--- config.mk ---
export PLATFORM = sky130hd
export DESIGN_NAME = stage_memory_store_unit
export DESIGN_NICKNAME = d
export VERILOG_FILES = /design/src/rtl/stage_memory_store_unit_pkg.sv /design/src/rtl/stage_memory_store_unit_aligner.sv /design/src/rtl/stage_memory_store_unit.sv
export SDC_FILE = /design/constraint.sdc
export NUM_CORES = 1
export LEC_CHECK = 0
export ABC_AREA = 1
export CAP_MARGIN = 10
export CORE_MARGIN = 2
export CORE_UTILIZATION = 52
export DETAILED_ROUTE_END_ITERATION = 12
export PLACE_DENSITY = 0.88
export SLEW_MARGIN = 40
export SYNTH_ARGS = -nofsm -noshare
export SYNTH_HDL_FRONTEND = slang
export SYNTH_HIERARCHICAL = 1
export SYNTH_SLANG_ARGS = --single-unit
--- constraint.sdc ---
create_clock -name clock -period 9 [get_ports clock]
set_input_delay 2.25 -clock clock [delete_from_list [all_inputs] [get_ports clock]]
set_output_delay 2.25 -clock clock [all_outputs]
set_load 0.01 [all_outputs]
--- src/rtl/stage_memory_store_unit_pkg.sv ---
// Shared types for the memory store stage: request format, write widths and FSM states.
package stage_memory_store_unit_pkg;

  localparam int XLEN = 32;

  typedef enum logic [1:0] {
    WIDTH_BYTE = 2'd0,
    WIDTH_HALF = 2'd1,
    WIDTH_WORD = 2'd2
  } write_width_t;

  typedef struct packed {
    logic              enable;
    logic [XLEN-1:0]   addr;
    logic [XLEN-1:0]   value;
    write_width_t      width;
  } mem_write_control_t;

  typedef enum logic [2:0] {
    ST_IDLE      = 3'd0,
    ST_RAM_WRITE = 3'd1,
    ST_MMIO_WAIT = 3'd2,
    ST_DONE      = 3'd3,
    ST_FAULT     = 3'd4
  } store_state_t;

endpackage

--- src/rtl/stage_memory_store_unit_aligner.sv ---
// Combinational byte-lane placement and alignment check for a single store request.
module store_lane_aligner
  import stage_memory_store_unit_pkg::*;
(
  input  logic [XLEN-1:0] addr,
  input  logic [XLEN-1:0] value,
  input  write_width_t    width,
  output logic [XLEN-1:0] word_addr,
  output logic [XLEN-1:0] lane_data,
  output logic [3:0]      byte_en,
  output logic            misaligned
);

  always_comb begin
    word_addr  = {addr[XLEN-1:2], 2'b00};
    lane_data  = value;
    byte_en    = 4'b1111;
    misaligned = (addr[1:0] != 2'b00);
    case (width)
      WIDTH_BYTE: begin
        // Replicate into every lane so the byte enable alone selects the target.
        lane_data  = {4{value[7:0]}};
        byte_en    = 4'b0001 << addr[1:0];
        misaligned = 1'b0;
      end
      WIDTH_HALF: begin
        lane_data  = {2{value[15:0]}};
        byte_en    = addr[1] ? 4'b1100 : 4'b0011;
        misaligned = addr[0];
      end
      default: ;
    endcase
  end

endmodule

--- src/rtl/stage_memory_store_unit.sv ---
// Store stage: routes a store to RAM (single strobe) or MMIO (wait for acknowledge with timeout).
module stage_memory_store_unit
  import stage_memory_store_unit_pkg::*;
#(
  parameter logic [31:0] ram_start_addr      = 32'h00020000,
  parameter logic [31:0] mmio_start_addr     = 32'h00030000,
  parameter int          mmio_timeout_cycles = 255
) (
  input  logic               clock,
  input  logic               reset,
  input  logic               enable,
  input  mem_write_control_t control_store,
  input  logic               mmio_write_complete,
  output logic [XLEN-1:0]    mem_addr,
  output logic [XLEN-1:0]    mem_w_data,
  output logic [3:0]         mem_w_byte_en,
  output logic               mem_w_enable,
  output mem_write_control_t mmio_control,
  output logic               is_complete,
  output logic               misaligned_fault,
  output logic               timeout_fault
);

  localparam logic [31:0] COUNT_LIMIT = 32'(mmio_timeout_cycles - 1);

  store_state_t       state_reg, state_next;
  mem_write_control_t ctrl_reg;
  logic [31:0]        wait_count_reg;
  logic               misaligned_fault_reg;
  logic               timeout_fault_reg;

  mem_write_control_t aligner_src;
  logic [XLEN-1:0]    word_addr, lane_data;
  logic [3:0]         byte_en;
  logic               misaligned;
  logic               is_mmio_req;
  logic               ram_write;

  // In IDLE the aligner classifies the incoming request; afterwards it serves the latched one.
  assign aligner_src = (state_reg == ST_IDLE) ? control_store : ctrl_reg;

  store_lane_aligner u_aligner (
    .addr       (aligner_src.addr),
    .value      (aligner_src.value),
    .width      (aligner_src.width),
    .word_addr  (word_addr),
    .lane_data  (lane_data),
    .byte_en    (byte_en),
    .misaligned (misaligned)
  );

  // An IO window configured below RAM is treated as absent.
  assign is_mmio_req = (control_store.addr >= mmio_start_addr) &&
                       (mmio_start_addr > ram_start_addr);

  always_comb begin
    state_next = state_reg;
    case (state_reg)
      ST_IDLE: begin
        if (enable) begin
          if (!control_store.enable) state_next = ST_DONE;
          else if (misaligned)       state_next = ST_FAULT;
          else if (is_mmio_req)      state_next = ST_MMIO_WAIT;
          else                       state_next = ST_RAM_WRITE;
        end
      end
      ST_RAM_WRITE: state_next = ST_DONE;
      ST_MMIO_WAIT: begin
        if (mmio_write_complete)            state_next = ST_DONE;
        else if (wait_count_reg == COUNT_LIMIT) state_next = ST_FAULT;
      end
      ST_DONE, ST_FAULT: begin
        if (!enable) state_next = ST_IDLE;
      end
      default: state_next = ST_IDLE;
    endcase
  end

  always_ff @(posedge clock or posedge reset) begin
    if (reset) begin
      state_reg            <= ST_IDLE;
      ctrl_reg             <= '0;
      wait_count_reg       <= '0;
      misaligned_fault_reg <= 1'b0;
      timeout_fault_reg    <= 1'b0;
    end else begin
      state_reg <= state_next;
      if (state_reg == ST_IDLE && enable) ctrl_reg <= control_store;
      wait_count_reg <= (state_reg == ST_MMIO_WAIT) ? wait_count_reg + 32'd1 : 32'd0;
      if (state_next == ST_IDLE) begin
        misaligned_fault_reg <= 1'b0;
        timeout_fault_reg    <= 1'b0;
      end else if (state_next == ST_FAULT) begin
        if (state_reg == ST_IDLE)      misaligned_fault_reg <= 1'b1;
        if (state_reg == ST_MMIO_WAIT) timeout_fault_reg    <= 1'b1;
      end
    end
  end

  assign ram_write     = (state_reg == ST_RAM_WRITE);
  assign mem_w_enable  = ram_write;
  assign mem_addr      = ram_write ? word_addr : '0;
  assign mem_w_data    = ram_write ? lane_data : '0;
  assign mem_w_byte_en = ram_write ? byte_en : 4'b0000;

  always_comb begin
    mmio_control        = ctrl_reg;
    mmio_control.enable = (state_reg == ST_MMIO_WAIT);
  end

  assign is_complete      = (state_reg == ST_DONE) || (state_reg == ST_FAULT);
  assign misaligned_fault = misaligned_fault_reg;
  assign timeout_fault    = timeout_fault_reg;

endmodule
==> results.sh <==
export IMPL_outcome="finished clean"
export IMPL_hp_class="register to register"
export IMPL_maxCapViolations=0
export IMPL_ir_drop_mv=0.122
export IMPL_via_count=6842
export IMPL_clockBufferDepth=2
export IMPL_clk_latency_ns=0.35
export IMPL_routed_wl_um=19900
export IMPL_grt_max_degree=90
export IMPL_grt_overflow=0
export IMPL_final_cell_mix="nand2_1 (241), clkdlybuf4s50_1 (207), inv_1 (172), nor2_1 (140), o21ai_0 (108)"
export IMPL_layout_commonest_cell="nand2_1"
export IMPL_min_delay_start="mmio_control[9]$_DFFE_PP0P_"
export IMPL_cp_startpoint="control_store[4]"
export IMPL_synth_area_leaders="dfrtp_1 (37%), nand2_1 (13%), inv_1 (9.3%)"
export IMPL_cp_required_ns=6.75
export IMPL_rrSetupSlack_ns=5.53
export IMPL_power_density_mw_per_mm2=298
export IMPL_synth_top_area_share_pct=37.0
export IMPL_hold_buffers=0
export IMPL_post_route_cells_drive_above_1_share_pct=7.43
export IMPL_detail_route_antenna_nets=0
export IMPL_cp_start_kind="input port"
export IMPL_wl_per_cell_um=14.7
export IMPL_viasPerCell=5.08
export IMPL_htree_levels=3
export IMPL_finalCriticalPeriod_ns=6.63
export IMPL_finalSetupViolCount=0
export IMPL_fin_nets=1240
export IMPL_whs_path_depth=2
export IMPL_final_hold_violation_count=0
export IMPL_finish_utilization_pct=68.9
export IMPL_num_antenna_cells=0
export IMPL_hold_path_end="mmio_control[9]$_DFFE_PP0P_"
export IMPL_area_delta_synth_final_pct=30.4
export IMPL_worst_pin_slew_ns=0.765
export IMPL_antenna_found_initial=1
export IMPL_critPathKind="input port to primary output"
export IMPL_dieArea_mm2=0.0143
export IMPL_drt_iter0_markers=559
export IMPL_hpwl_um=15000
export IMPL_first_pass_iters=5
export IMPL_relSlewSlack_pct=48.5
export IMPL_yosys_warnings=6
export IMPL_rsz0062_at_grt="no"
export IMPL_timing_rr_start="state_reg[2]$_DFF_PP0_"
export IMPL_rows=42
export IMPL_avgSynthCellArea_um2=6.79
export IMPL_grt_pass1_wl_um=31600
export IMPL_fp_coreArea_mm2=0.0132
export IMPL_syn_inst=1026
export IMPL_holdWs_ns=0.511
export IMPL_gp_congestion=0.929
export IMPL_r2r_cells=15
export IMPL_io_pins=210
export IMPL_io_buffers=207
export IMPL_drc=0
export IMPL_cts_tree="done"
export IMPL_syn_area_mm2=0.00697
export IMPL_clk_pin_slew_worst_paths_ns=0.06
export IMPL_post_cts_buffers=0
export IMPL_max_freq_ghz=0.151
export IMPL_chipHeight_um=120
export IMPL_cts_root_buf="clkbuf_16"
export IMPL_critical_path_reg2reg_endpoint="timeout_fault$_DFFE_PP0P_"
export IMPL_ys_ff_latch=103
export IMPL_synth_top_cell_by_area="dfrtp_1"
export IMPL_cp_arrival_ns=4.38
export IMPL_n_fill_cell=1061
export IMPL_ys_types=38
export IMPL_first_global_vias=6288
export IMPL_largest_reg_flops=66
export IMPL_start_util_pct=52.8
export IMPL_finClkSkew_ns=0.00679
export IMPL_cts_made_buffers=9
export IMPL_tns_ns=0
export IMPL_endpoint_kind="primary output"
export IMPL_synth_seq_area_share_pct=37.0
export IMPL_cts_sinks=103
export IMPL_period_share_pct=73.6
export IMPL_path_max_fanout=3
export IMPL_p_leak_nw=4.38
export IMPL_die_w_um=120
export IMPL_cts_resized=0
export IMPL_grt_usage_pct=27.8
export IMPL_slew_violations=0
## report_power, final
group          internal (W)  switching (W)  total [W]
combinational      0.000684       0.000916    0.00160
sequential         0.000610       0.000115   0.000725
clock              0.000209       0.000173   0.000383
total               0.00150        0.00120    0.00271
## cells in the mapped netlist (all sizes together)
cell / number
dfrtp: 103
nor4: 2
nand2: 254
ha: 2
nand3b: 1
nand3: 31
o21ai: 158
nor3b: 1
a21oi: 21
inv: 182
xor2: 5
nand4: 12
nor3: 8
a31oi: 1
clkbuf: 20
conb: 1
buf: 66
nor2: 155
a211oi: 3
## critical path, cell delays in order
cell and delay [ns]:
clkdlybuf4s50_1 0.46, inv_1 0.05, o21ai_0 0.61, nand2_1 0.20, nand2_1 0.11, inv_1 0.04
nor2_1 0.09, clkdlybuf4s50_1 0.56
## cells by family after synthesis
family                   share of synthesized area (%)
other                                           0.0538
flip-flops                                        37.0
adder cells (fa/ha/maj)                          0.359
AND/OR/NAND/NOR                                   30.7
buffers and inverters                             17.9
AO/OA/AOI/OAI                                     13.4
XOR/XNOR                                         0.628
## worst max path at each step
stage / end / slack, ns / cells after the start
after floorplan: mem_w_byte_en[3] / 3.60 / 6
after global placement: mem_w_byte_en[3] / 2.17 / 8
after global routing: mem_w_byte_en[1] / 2.21 / 8
final: mem_w_data[10] / 2.37 / 8
after detailed placement: mem_w_byte_en[3] / 2.39 / 8
after CTS: mem_w_byte_en[3] / 2.39 / 8
## metrics by stage
| stage | total power [W] | instances | setup slack, ns | cell area [um2] |
|---|---|---|---|---|
| 2_1_floorplan | 0.00180 | 1027 | 3.60 | 6970 |
| 3_3_place_gp | 0.00227 | 1331 | 2.17 | 8770 |
| 3_5_place_dp | 0.00231 | 1331 | 2.39 | 8780 |
| 4_1_cts | 0.00270 | 1346 | 2.39 | 9070 |
| 5_1_grt | 0.00291 | 1347 | 2.21 | 9090 |
| 6_report | 0.00271 | 1347 | 2.37 | 9090 |
## final cells by class
cell class | instances | area (um2) | area share, %
multi-input cells | 656 | 3170 | 34.9
flip-flops and latches | 103 | 2580 | 28.4
repair buffers | 215 | 2140 | 23.6
inverters | 182 | 692 | 7.61
clock buffers | 13 | 270 | 2.97
well taps | 176 | 220 | 2.42
clock inverters | 2 | 15.0 | 0.165
## metal layers
layer / part of all wire, % / vias up / track usage [%] / wire length [um]
met1: 40 / 3133 / 34.8 / 7990
met3: 8.3 / 49 / 5.94 / 1650
met5: 0.065 / - / 0 / 13
met4: 3.2 / 2 / 11.2 / 632
li1: - / 3387 / - / -
met2: 48 / 271 / 47.0 / 9580
Note: power is estimated with default switching activity, not from simulation.
